$ cat config.mk
export PLATFORM = sky130hd
export DESIGN_NAME = fp_round_pack
export DESIGN_NICKNAME = d
export VERILOG_FILES = /design/src/rtl/fp_round_pack.sv
export SDC_FILE = /design/constraint.sdc
export NUM_CORES = 1
export LEC_CHECK = 0
export ABC_AREA = 1
export CORE_MARGIN = 4
export CORE_UTILIZATION = 55
export CTS_CLUSTER_DIAMETER = 60
export DETAILED_ROUTE_END_ITERATION = 8
export DONT_BUFFER_PORTS = 1
export PLACE_DENSITY_LB_ADDON = 0.12
export SLEW_MARGIN = 20
export SYNTH_ARGS = -nofsm -noshare
export SYNTH_HDL_FRONTEND = slang
export SYNTH_SLANG_ARGS = --single-unit
$ cat constraint.sdc
create_clock -name clk -period 7.28 [get_ports clk]
set_input_delay 0.728 -clock clk [delete_from_list [all_inputs] [get_ports clk]]
set_output_delay 0.728 -clock clk [all_outputs]
set_load 0.01 [all_outputs]
$ cat src/rtl/fp_round_pack.sv
// Normalize, round-to-nearest-even and pack into an IEEE-754 single behind a two-stage
// valid/ready pipeline. Define FP_ROUND_PACK_STICKY_STATUS_EN to add the sticky status register.
module fp_round_pack #(
   parameter int E_W    = 10,
   parameter int M_W    = 48,
   parameter int FRAC_W = 23
) (
   input  logic              clk,
   input  logic              arst,
   input  logic              in_valid,
   output logic              in_ready,
   input  logic [E_W-1:0]    e_in,
   input  logic [M_W-1:0]    m_in,
   input  logic              s_in,
   input  logic              nan_in,
   input  logic              inf_in,
   input  logic              zero_in,
   output logic              out_valid,
   input  logic              out_ready,
   output logic [31:0]       result,
   output logic              ovf,
   output logic              unf,
   output logic              inx
`ifdef FP_ROUND_PACK_STICKY_STATUS_EN
   ,
   input  logic              flag_clr,
   output logic [2:0]        status
`endif
);

   typedef enum logic [2:0] {
      CLS_NUM,
      CLS_NAN,
      CLS_INF,
      CLS_ZERO,
      CLS_TINY
   } cls_e;

   typedef struct packed {
      logic              sign;
      cls_e              cls;
      logic [E_W:0]      exp;
      logic [FRAC_W-1:0] frac;
      logic              guard;
      logic              sticky;
   } s1_t;

   typedef struct packed {
      logic [31:0] res;
      logic        ovf;
      logic        unf;
      logic        inx;
   } s2_t;

   localparam logic [E_W:0] EXP_INF = (E_W+1)'(255);

   logic         s1_valid_d, s1_valid_q;
   logic         s2_valid_d, s2_valid_q;
   s1_t          s1_d, s1_q;
   s2_t          s2_d, s2_q;
   s1_t          norm;
   s2_t          pack;
   logic         s2_load, s1_adv, in_fire;
   logic [1:0]   shamt;
   logic [M_W-1:0] m_norm;
   logic         m_norm_unused;
   logic         rnd_inc;
   logic [FRAC_W:0] frac_rnd;
   logic [E_W:0] exp_rnd;

   // Normalize: shift the leading one to bit M_W-1 and compensate the exponent.
   always_comb begin
      // NOTE: every always_comb output gets a default first so no path can infer a latch.
      shamt = 2'd0;
      if (m_in[M_W-1])      shamt = 2'd0;
      else if (m_in[M_W-2]) shamt = 2'd1;
      else if (m_in[M_W-3]) shamt = 2'd2;
      m_norm = m_in << shamt;

      norm.sign   = s_in;
      norm.exp    = {e_in[E_W-1], e_in} + (E_W+1)'(1) - (E_W+1)'(shamt);
      norm.frac   = m_norm[M_W-2 -: FRAC_W];
      norm.guard  = m_norm[M_W-2-FRAC_W];
      norm.sticky = |m_norm[M_W-3-FRAC_W:0];
      if (nan_in)                      norm.cls = CLS_NAN;
      else if (inf_in)                 norm.cls = CLS_INF;
      else if (zero_in)                norm.cls = CLS_ZERO;
      else if (m_in[M_W-1 -: 3] == '0) norm.cls = CLS_TINY;
      else                             norm.cls = CLS_NUM;
   end

   assign m_norm_unused = m_norm[M_W-1];

   // Round to nearest-even, then range-check the rounded exponent and pack.
   always_comb begin
      rnd_inc  = s1_q.guard & (s1_q.sticky | s1_q.frac[0]);
      frac_rnd = {1'b0, s1_q.frac} + (FRAC_W+1)'(rnd_inc);
      exp_rnd  = s1_q.exp + (E_W+1)'(frac_rnd[FRAC_W]);

      pack = '0;
      case (s1_q.cls)
         CLS_NAN:  pack.res = 32'h7FC0_0000;
         CLS_INF:  pack.res = {s1_q.sign, 8'hFF, {FRAC_W{1'b0}}};
         CLS_ZERO: pack.res = {s1_q.sign, 31'h0};
         CLS_TINY: begin
            pack.res = {s1_q.sign, 31'h0};
            pack.unf = 1'b1;
            pack.inx = 1'b1;
         end
         default: begin
            if ($signed(exp_rnd) >= $signed(EXP_INF)) begin
               pack.res = {s1_q.sign, 8'hFF, {FRAC_W{1'b0}}};
               pack.ovf = 1'b1;
               pack.inx = 1'b1;
            end else if ($signed(exp_rnd) <= $signed((E_W+1)'(0))) begin
               pack.res = {s1_q.sign, 31'h0};
               pack.unf = 1'b1;
               pack.inx = 1'b1;
            end else begin
               pack.res = {s1_q.sign, exp_rnd[7:0], frac_rnd[FRAC_W-1:0]};
               pack.inx = s1_q.guard | s1_q.sticky;
            end
         end
      endcase
   end

   assign s2_load  = ~s2_valid_q | out_ready;
   assign s1_adv   = s1_valid_q & s2_load;
   assign in_ready = ~s1_valid_q | s1_adv;
   assign in_fire  = in_valid & in_ready;

   always_comb begin
      s1_valid_d = s1_valid_q;
      s2_valid_d = s2_valid_q;
      s1_d       = s1_q;
      s2_d       = s2_q;
      if (in_ready) s1_valid_d = in_valid;
      if (in_fire)  s1_d       = norm;
      if (s2_load)  s2_valid_d = s1_valid_q;
      if (s1_adv)   s2_d       = pack;
   end

   always_ff @(posedge clk) begin
      if (arst) begin
         s1_valid_q <= 1'b0;
         s2_valid_q <= 1'b0;
      end else begin
         s1_valid_q <= s1_valid_d;
         s2_valid_q <= s2_valid_d;
      end
   end

   // NOTE: payload registers carry no reset; the valid bits qualify them and gate the outputs.
   always_ff @(posedge clk) begin
      s1_q <= s1_d;
      s2_q <= s2_d;
   end

   assign out_valid = s2_valid_q;
   assign result    = s2_valid_q ? s2_q.res : 32'h0;
   assign ovf       = s2_valid_q & s2_q.ovf;
   assign unf       = s2_valid_q & s2_q.unf;
   assign inx       = s2_valid_q & s2_q.inx;

`ifdef FP_ROUND_PACK_STICKY_STATUS_EN
   logic [2:0] status_d, status_q;

   // Clear and set in the same cycle: the arriving flag survives.
   always_comb begin
      status_d = flag_clr ? 3'b000 : status_q;
      if (out_valid & out_ready) status_d = status_d | {ovf, unf, inx};
   end

   always_ff @(posedge clk) begin
      if (arst) status_q <= 3'b000;
      else      status_q <= status_d;
   end

   assign status = status_q;
`endif

endmodule

Word-level counts from Yosys, hierarchy flattened
Index checks and enable logic that the tools add are counted.
{"block": "word_totals", "word_cells": 58, "reg_bits": 77, "inputBits": 66, "output_inout_bits": 37}
{"block": "classes", "add_sub_neg": 4, "eq_ne": 4, "n_reduce_logical": 6, "n_shift": 1, "n_bitwise": 12, "order_cmp": 2, "n_mux": 16}
{"op": "one-hot mux 32 bit (3 select lines)", "count": 1}
{"op": "two-way mux 31 bit", "count": 2}
{"op": "<< shifter 48 x 2 -> 47 bit", "count": 1}
{"op": "two-way mux 32 bit", "count": 1}
{"op": "adder 23 x 1 -> 24 bit", "count": 1}
{"op": "OR reduction 23 bit", "count": 1}
{"op": "adder 10 x 2 -> 11 bit (second input constant)", "count": 1}
{"op": "adder 11 x 1 -> 11 bit", "count": 1}
{"op": "greater-or-equal comparator 11 x 9 -> 1 bit (second input constant)", "count": 1}
{"op": "<= comparator 11 x 1 -> 1 bit (second input constant)", "count": 1}
{"op": "subtractor 11 x 2 -> 11 bit", "count": 1}
{"op": "two-way mux 2 bit", "count": 5}
{"op": "AND 1 bit", "count": 6}
{"op": "equality test 3 x 2 -> 1 bit (second input constant)", "count": 2}
{"op": "OR reduction 3 bit", "count": 2}
{"op": "two-way mux 1 bit", "count": 5}
{"op": "bitwise OR 1 bit", "count": 4}
{"op": "one-hot mux 2 bit (2 select lines)", "count": 1}
{"op": "OR reduction 4 bit", "count": 1}
{"op": "equality test 3 x 1 -> 1 bit (second input constant)", "count": 1}
{"op": "equality test 3 bit (second input constant)", "count": 1}
{"op": "zero test 3 bit", "count": 1}
{"op": "two-way mux 3 bit", "count": 1}
{"op": "inverter 1 bit", "count": 2}
{"op": "OR reduction 2 bit", "count": 1}

Longest topological paths before layout
Gate-level depths: netlist (run 1).
{"block": "logic_depth", "word_depth": 8, "depth_mapped": 22, "mapped_depth_nobuf": 22}

Least setup slack after synthesis (run 1)
No wires, ideal clock.
{"block": "synth_timing", "path_type": "input-to-reg", "from": "input port m_in[47]", "to": "register s1_q[32] (netlist bit), data pin", "setup_time_ns": 0.258, "path_slack_ns": 4.059, "required_time_ns": 7.022, "n_path_buf": 1, "arrival_ns": 2.963, "stages": 12, "cell_sequence": "nor3_2 > buf_2 > ha_1 > inv_1 > ha_1 > inv_1 > fa_1 > o21ai_0 > a21oi_1 > nor2_1 > nor2_1 > xnor2_1"}
{"element": "from (decl)", "line": "13", "text": "input logic [M_W-1:0] m_in,"}
{"element": "to (signal assigned)", "line": "155", "text": "s1_q <= s1_d;"}
{"element": "to (decl)", "line": "59", "text": "s1_t s1_d, s1_q;"}

==> results of run 1 <==
[metrics by stage]
step / power [mW] / setup slack (ps) / util (%)
finish: 0.992 / 3660 / 59.9
floorplan: 0.673 / 4060 / -
CTS: 0.998 / 3680 / 59.9
global route: 1.05 / 3230 / 59.9
detailed placement: 0.707 / 3680 / 57.8
global placement: 0.703 / 3870 / 57.8
[layer usage]
metal  part of all wire (%)  up-vias  global-route usage (%)
met4                    1.5        0                    5.35
met2                     42      138                    27.5
li1                       -     1832                       -
met3                    6.8       13                    4.74
met1                     50     1510                    25.6
met5                      0        -                       0
[registers in the layout (all words and copies together), names as in the netlist]
register,flops
s1_q,40
s2_q,35
out_valid,1
s1_valid_q,1
[worst max path at each step]
| stage | from | slack (ps) | cells past startpoint | to |
|---|---|---|---|---|
| final | s1_q[0] | 3660 | 22 | s2_q[0] |
| after global routing | s1_q[0] | 3230 | 22 | s2_q[0] |
| after CTS | s1_q[0] | 3680 | 22 | s2_q[0] |
| after detailed placement | s1_q[0] | 3680 | 22 | s2_q[0] |
| after global placement | s1_q[0] | 3870 | 22 | s2_q[0] |
| after floorplan | m_in[47] | 4060 | 12 | s1_q[32] |
[cell families after synthesis]
logic type / after synthesis
AOI/OAI and AO/OA: 42
DFF: 77
xor gates and xnor gates: 18
muxes: 39
and+or+nand+nor: 247
adders and majority gates: 16
buffers and inverters: 120
[worst reg2reg max path: stages, from the launching register on]
cell and delay (ps):
edfxtp_1 370, o21a_1 140, ha_1 150, and3_1 240, nand3b_1 150, nor2_2 200, nand4_1 160, nor3_1 190
ha_1 240, ha_1 240, nand2_2 80, inv_2 60, nand2_1 70, nor2_2 100, nand2_1 60, nand2_1 70
nand2_2 70, nor2_2 130, nand2_2 80, inv_2 80, nand3_4 250, nor2_1 180, nor2_1 60
[cell type report]
class                      instances  area, um2  share of cell area, %
sequential                        77       2290                   43.9
multi-input combinational        362       2170                   41.7
inverter                         108        405                   7.77
tap                              108        135                   2.59
clock buffer                      11        131                   2.52
clock inverter                     5       51.3                  0.983
timing repair buffer               4       30.0                  0.575
[cells in the final DEF, fill, tap and decap left out, types with 2 or more instances in the layout]
cell	instances
nand4_1	8
nor4_1	6
nor2_1	42
buf_4	4
nand3_1	19
nand2_1	131
o22ai_1	2
clkbuf_8	9
mux2i_1	39
nand3b_1	2
o211ai_1	2
a21oi_1	12
nand2_2	4
xnor2_1	5
nor3_2	16
edfxtp_1	75
o21ai_0	16
nor3_1	9
xor2_1	13
clkbuf_1	2
inv_2	2
o21bai_1	3
clkinv_2	2
nor2_2	6
inv_1	106
dfxtp_1	2
ha_1	15
[power by group]
part           internal, mW  switching, mW  leakage, nW
sequential            0.525         0.0204        0.757
clock                 0.156          0.139       0.0907
combinational        0.0523         0.0988         1.55
==> results.md, run 1 <==
* Run status: complete, no violations
* CP cell instances: o21a_1 > ha_1 > and3_1 > nand3b_1 > nor2_2 > nand4_1 > nor3_1 > ha_1 > ha_1 > nand2_2 > inv_2 > nand2_1 > nor2_2 > nand2_1 > nand2_1 > nand2_2 > nor2_2 > nand2_2 > inv_2 > nand3_4 > nor2_1 > nor2_1
* Worst hold path class: in2reg
* RSZ-0062 raised after global routing: false
* Most frequent cell after synthesis: nand2_1
* Reg2Reg Depth at 22
* Synth unique cells at 37
* R2r setup slk at 3660 ps
* Clock Sinks at 77
* FF+latch count, synth at 77
* Total number of vias at 3,493
* CTS H-Tree Depth at 3
* Share of post-route cells with drive strength above 1 at 8.64%
* Post-detail-place hpwl at 7370 um
* Synth Flop Type: edfxtp_1
* Root Buffer: clkbuf_8
* Final period util at 49.7%
* Starting DRT DRC Count at 200
* Post-synth EDFFs at 75
* Share of the synthesized area in the top cell type at 45.8%
* TritonCTS clock tree: yes
* Critical path buffer and inverter count at 2
* Hold Path Origin: arst
* # port buffers at 0
* DR WL/cell at 13.5 um
* Placed instance count at 659
* Slew HR at 31.8%
* CTS Hold Bufs at 0
* Power per standard cell area at 190 mW/mm2
* Crit-path slowest cell: edfxtp_1
* Setup TNS at 0 ps
* Post-synth top area cell: edfxtp_1
* Cts bufs inserted at 9
* Syn_area_per_cell at 8.81 um2
* GRT overflow at 0
* Post-Synthesis Net Count at 641
* Die area at 0.0105 mm2
* Largest family of logic cells by synthesized area: simple AND/OR/NAND/NOR gates
* DR pass1 iterations at 5
* Area contributors post-synth: edfxtp_1 46%, nand2_1 10%, inv_1 8.1%
* Die Y at 103 um
* Hold Slack at 445 ps
* Number of global-route vias before repair at 3,309
* Layout area overhead at 6.05%
* ANT nets after route at 0
* Number of antenna diodes at 0
* Compound-cell area share of the yosys netlist at 4.91%
* Static Leak at 2.39 nW
* DRC Markers at 0
* CP Class: reg2reg
* Arr. time, crit path at 3700 ps
* Max-cap violations at 0
* Fin. Hold Viols at 0
* Largest net degree at the start of global routing at 41
* Element type at the critical path start: register
* Post-cts resize count at 0
* Final #Nets at 644
* Placed inst area at 0.00504 mm2
* Worst r2r src: s1_q[0]
* Final slew viol count at 0
* Max Root-Sink Buffers at 2
* I/O pins at 103
* Worst r2r dst: s2_q[0]
* Max Fclk at 0.276 GHz
* Post-synthesis adder-cell area fraction at 4.22%
* Simple-Gate Fraction of Synth Area at 23.6%
* Initial core utilization at 56.4%
* Core area at 0.00872 mm2
* Worst Hold Depth at 1
* YS warnings at 0
* Post-layout min period at 3620 ps
* Initial antenna violation count at 0
* Die Wd at 103 um
* Clock Latency Late Sink at 340 ps
* Post-route design area at 0.00522 mm2
* DRT Wirelength at 9120 um
* Fill count at 773
* First-pass GRT wire length at 15,000 um
* Finished Layout Cells at 675
* Req. time, crit path at 7360 ps
* Final Setup Violations at 0
* Synth Area in XOR/XNOR at 3.20%
* Post-synth ARST share at 0%
* Worst-margin pin slew at 1020 ps
* Worst clock skew at 9.54 ps
* Routed vias/inst at 5.17
* GR Util All Layers at 18.1%
* Mapped cell area at 0.00492 mm2
* Most common library cells after synthesis: 131 x nand2_1, 106 x inv_1, 75 x edfxtp_1
* Crit. End Element: register
* Sequential-to-total area share from yosys stat at 46.6%
* Hold Path End: s1_valid_q
* Worst Path Max Fanout at 22
* Gpl congestion at 0.848
* Mux share of post-synthesis cell area at 7.93%
* VDD IR max at 0.0000678 V
* Total setup buffers inserted after CTS at 0
* Placement Rows at 34
* Crit path max-delay family: simple AND/OR/NAND/NOR gates
* Worst path max stage delay at 370 ps
* Clock Pin Slew Worst Setup and Hold Paths at 80 ps
* Cell count after synthesis at 559
Power figures use the tool's default switching activity.
==> run 2: changes to the inputs <==
==> constraint.sdc (replaced) <==
create_clock -name clk -period 3.5 [get_ports clk]
set_input_delay 0.35 -clock clk [delete_from_list [all_inputs] [get_ports clk]]
set_output_delay 0.35 -clock clk [all_outputs]
set_load 0.01 [all_outputs]
==> run 2 against run 1 <==
- clock power grew to 2.6 times the previous value
- core utilization is 3.7 points higher
- first-iteration DRC count increased by 7.5%
- global-route usage is 0.54 points lower
- sequential share of layout area fell by 2.6 points
- worst hold slack got worse by 380 ps
- count of clock-buffer cells in the layout fell by 1
- sequential power rose by 110%
- clock skew up 3.4 ps
- critical path depth fell by 3
- flip-flop and latch count is the same
==> results.md, run 2 (synthesis results as in run 1) <==
* Most frequent cells in the layout: 128 x nand2_1, 105 x inv_1, 75 x edfxtp_1
* Initial core utilization at 56.4% (unchanged)
* Total number of vias at 3,539 (+1.3%)
* First-pass GRT wire length at 14,600 um (-2.8%)
* Worst hold path class: in2reg
* Initial antenna violation count at 0 (unchanged)
* Largest net degree at the start of global routing at 41 (unchanged)
* Core area at 0.00872 mm2 (unchanged)
* Max-cap violations at 0 (unchanged)
* Final period util at 96.2% (+46 points)
* Most common cell after layout, fill and taps aside: nand2_1
* Number of antenna diodes at 0 (unchanged)
* Biggest regs: s1_q: 40 flops, s2_q: 35 flops
* Clock Sinks at 77 (unchanged)
* Element type at the critical path start: register
* Worst-margin pin slew at 1060 ps (+37.6 ps)
* Static Leak at 2.54 nW (+6.0%)
* Crit. End Element: register
* Req. time, crit path at 3560 ps (-3800 ps)
* CP Class: reg2reg
* Number of global-route vias before repair at 3,267 (-1.3%)
* # port buffers at 0 (unchanged)
* Die Y at 103 um (unchanged)
* Placed inst area at 0.00506 mm2 (+0.55%)
* GRT overflow at 0 (unchanged)
* Slew HR at 29.3% (-2.5 points)
* Cts bufs inserted at 9 (unchanged)
* DRT Wirelength at 9580 um (+5.1%)
* Gpl congestion at 0.839 (-1.1%)
* Clock Pin Slew Worst Setup and Hold Paths at 70 ps (about the same)
* Final #Nets at 656 (+1.9%)
* Post-route design area at 0.00554 mm2 (+6.2%)
* Placement Rows at 34 (unchanged)
* Final Setup Violations at 0 (unchanged)
* Power per standard cell area at 406 mW/mm2 (+110%)
* CTS H-Tree Depth at 3 (unchanged)
* VDD IR max at 0.000206 V (+200%)
* ANT nets after route at 0 (unchanged)
* Max Fclk at 0.297 GHz (+7.5%)
* Worst setup margin at 134 ps (-3530 ps)
* I/O pins at 103 (unchanged)
* DRC Markers at 0 (unchanged)
* DR WL/cell at 14.0 um (+3.4%)
* Worst Path Max Fanout at 5 (-77%)
* Run status: complete, no violations
* Fin. Hold Viols at 0 (unchanged)
* DP Worst Slack at 109 ps (-3570 ps)
* Arr. time, crit path at 3430 ps (-270 ps)
* Die area at 0.0105 mm2 (unchanged)
* Clock Latency Late Sink at 350 ps (about the same)
* Die Wd at 103 um (unchanged)
* Post-layout min period at 3370 ps (-254 ps)
* Largest register FFs at 40 (unchanged)
* Starting DRT DRC Count at 215 (+7.5%)
* Root Buffer: clkbuf_8
* GR Util All Layers at 17.5% (-0.54 points)
* RSZ-0062 raised after global routing: true
* TritonCTS clock tree: yes
* FF/Latch Area at 0.00229 mm2 (unchanged)
* Max Root-Sink Buffers at 2 (unchanged)
* Worst clock skew at 13.0 ps (+3.44 ps)
* Share of post-route cells with drive strength above 1 at 13.5% (+4.9 points)
* Fill count at 739 (-4.4%)
* Multi-input logic area at 0.00231 mm2 (+6.2%)
* Hold Slack at 62.1 ps (-383 ps)
* Final slew viol count at 0 (unchanged)
* Layout area overhead at 12.6%
* Post-detail-place hpwl at 7240 um (-1.8%)
* Tot Pwr at 2.25 mW (+130%)
* Setup TNS at 0 ps (unchanged)
* DR pass1 iterations at 4 (-1)
* Routed vias/inst at 5.16 (-0.31%)
* CTS Hold Bufs at 0 (unchanged)
* Biggest register: s1_q
run 2: cell types whose count changed in the layout (fill, tap and decap cells not counted), moves of 4 or more:
cell,change
buf_4,+8
nor3_4,+8
nor3_2,-5
nor2_1,-4
run 2: timing repair:
action	in CTS	in global routing
gates resized for setup	0	32
buffers inserted	0	7
endpoints found under the setup margin	0	33
run 2: cell type report:
type                    count  area share (%)
multi-input cells         362            41.7
flip-flops and latches     77            41.3
inverters                 108            7.36
repair buffers             16            3.09
well taps                 108            2.44
clock buffers              10            2.30
clock inverters             5            1.81
run 2: worst paths after layout:
| check | startpoint | end | slack [ps] | depth (start not counted) |
|---|---|---|---|---|
| setup reg to reg | s1_q[2] | s2_q[20] | 130 | 19 |
| setup / recovery | s1_q[2] | s2_q[20] | 130 | 19 |
| hold / removal | arst | out_valid | 60 | 1 |
| hold reg to reg | s1_q[39] | s2_q[34] | 530 | 2 |
run 2: per-layer routing:
layer  track usage [%]  vias up  share of wire, %
li1                  -     1861                 -
met1              24.7     1539                48
met2              26.4      126                44
met3              5.41       13               6.9
met4              4.84        0               1.7
met5                 0        -                 0
run 2: stage by stage:
stage	utilization, %	instances
final	63.6	686
after global routing	63.6	686
after CTS	60.7	676
after detailed placement	58.1	661
after global placement	58.1	661
after floorplan	-	559
run 2: report_power, final:
group / switching [mW] / internal [mW]
logic: 0.222 / 0.126
registers: 0.0437 / 1.09
clock network: 0.298 / 0.467
run 2: critical path, cell delays in order (launching register included):
cell,delay (ps)
edfxtp_1,350
o21a_1,140
ha_2,180
and3_4,190
nand3b_1,120
nor2_2,180
nand4_1,180
nor3_2,190
ha_2,240
ha_4,160
nand3_1,110
nand2_1,90
nand2_1,80
nor3_1,190
nand3_1,130
nand2_2,120
inv_2,60
nand3_4,140
clkbuf_16,180
nor3_2,40
==> run 3: changes to the inputs <==
--- a/config.mk
+++ b/config.mk
@@ -6,6 +6,7 @@
 export NUM_CORES = 1
 export LEC_CHECK = 0
 export ABC_AREA = 1
+export CAP_MARGIN = 10
 export CORE_MARGIN = 4
 export CORE_UTILIZATION = 55
 export CTS_CLUSTER_DIAMETER = 60
==> results of run 3 <==
Final layout, timing and power as in run 2 (identical DEF).
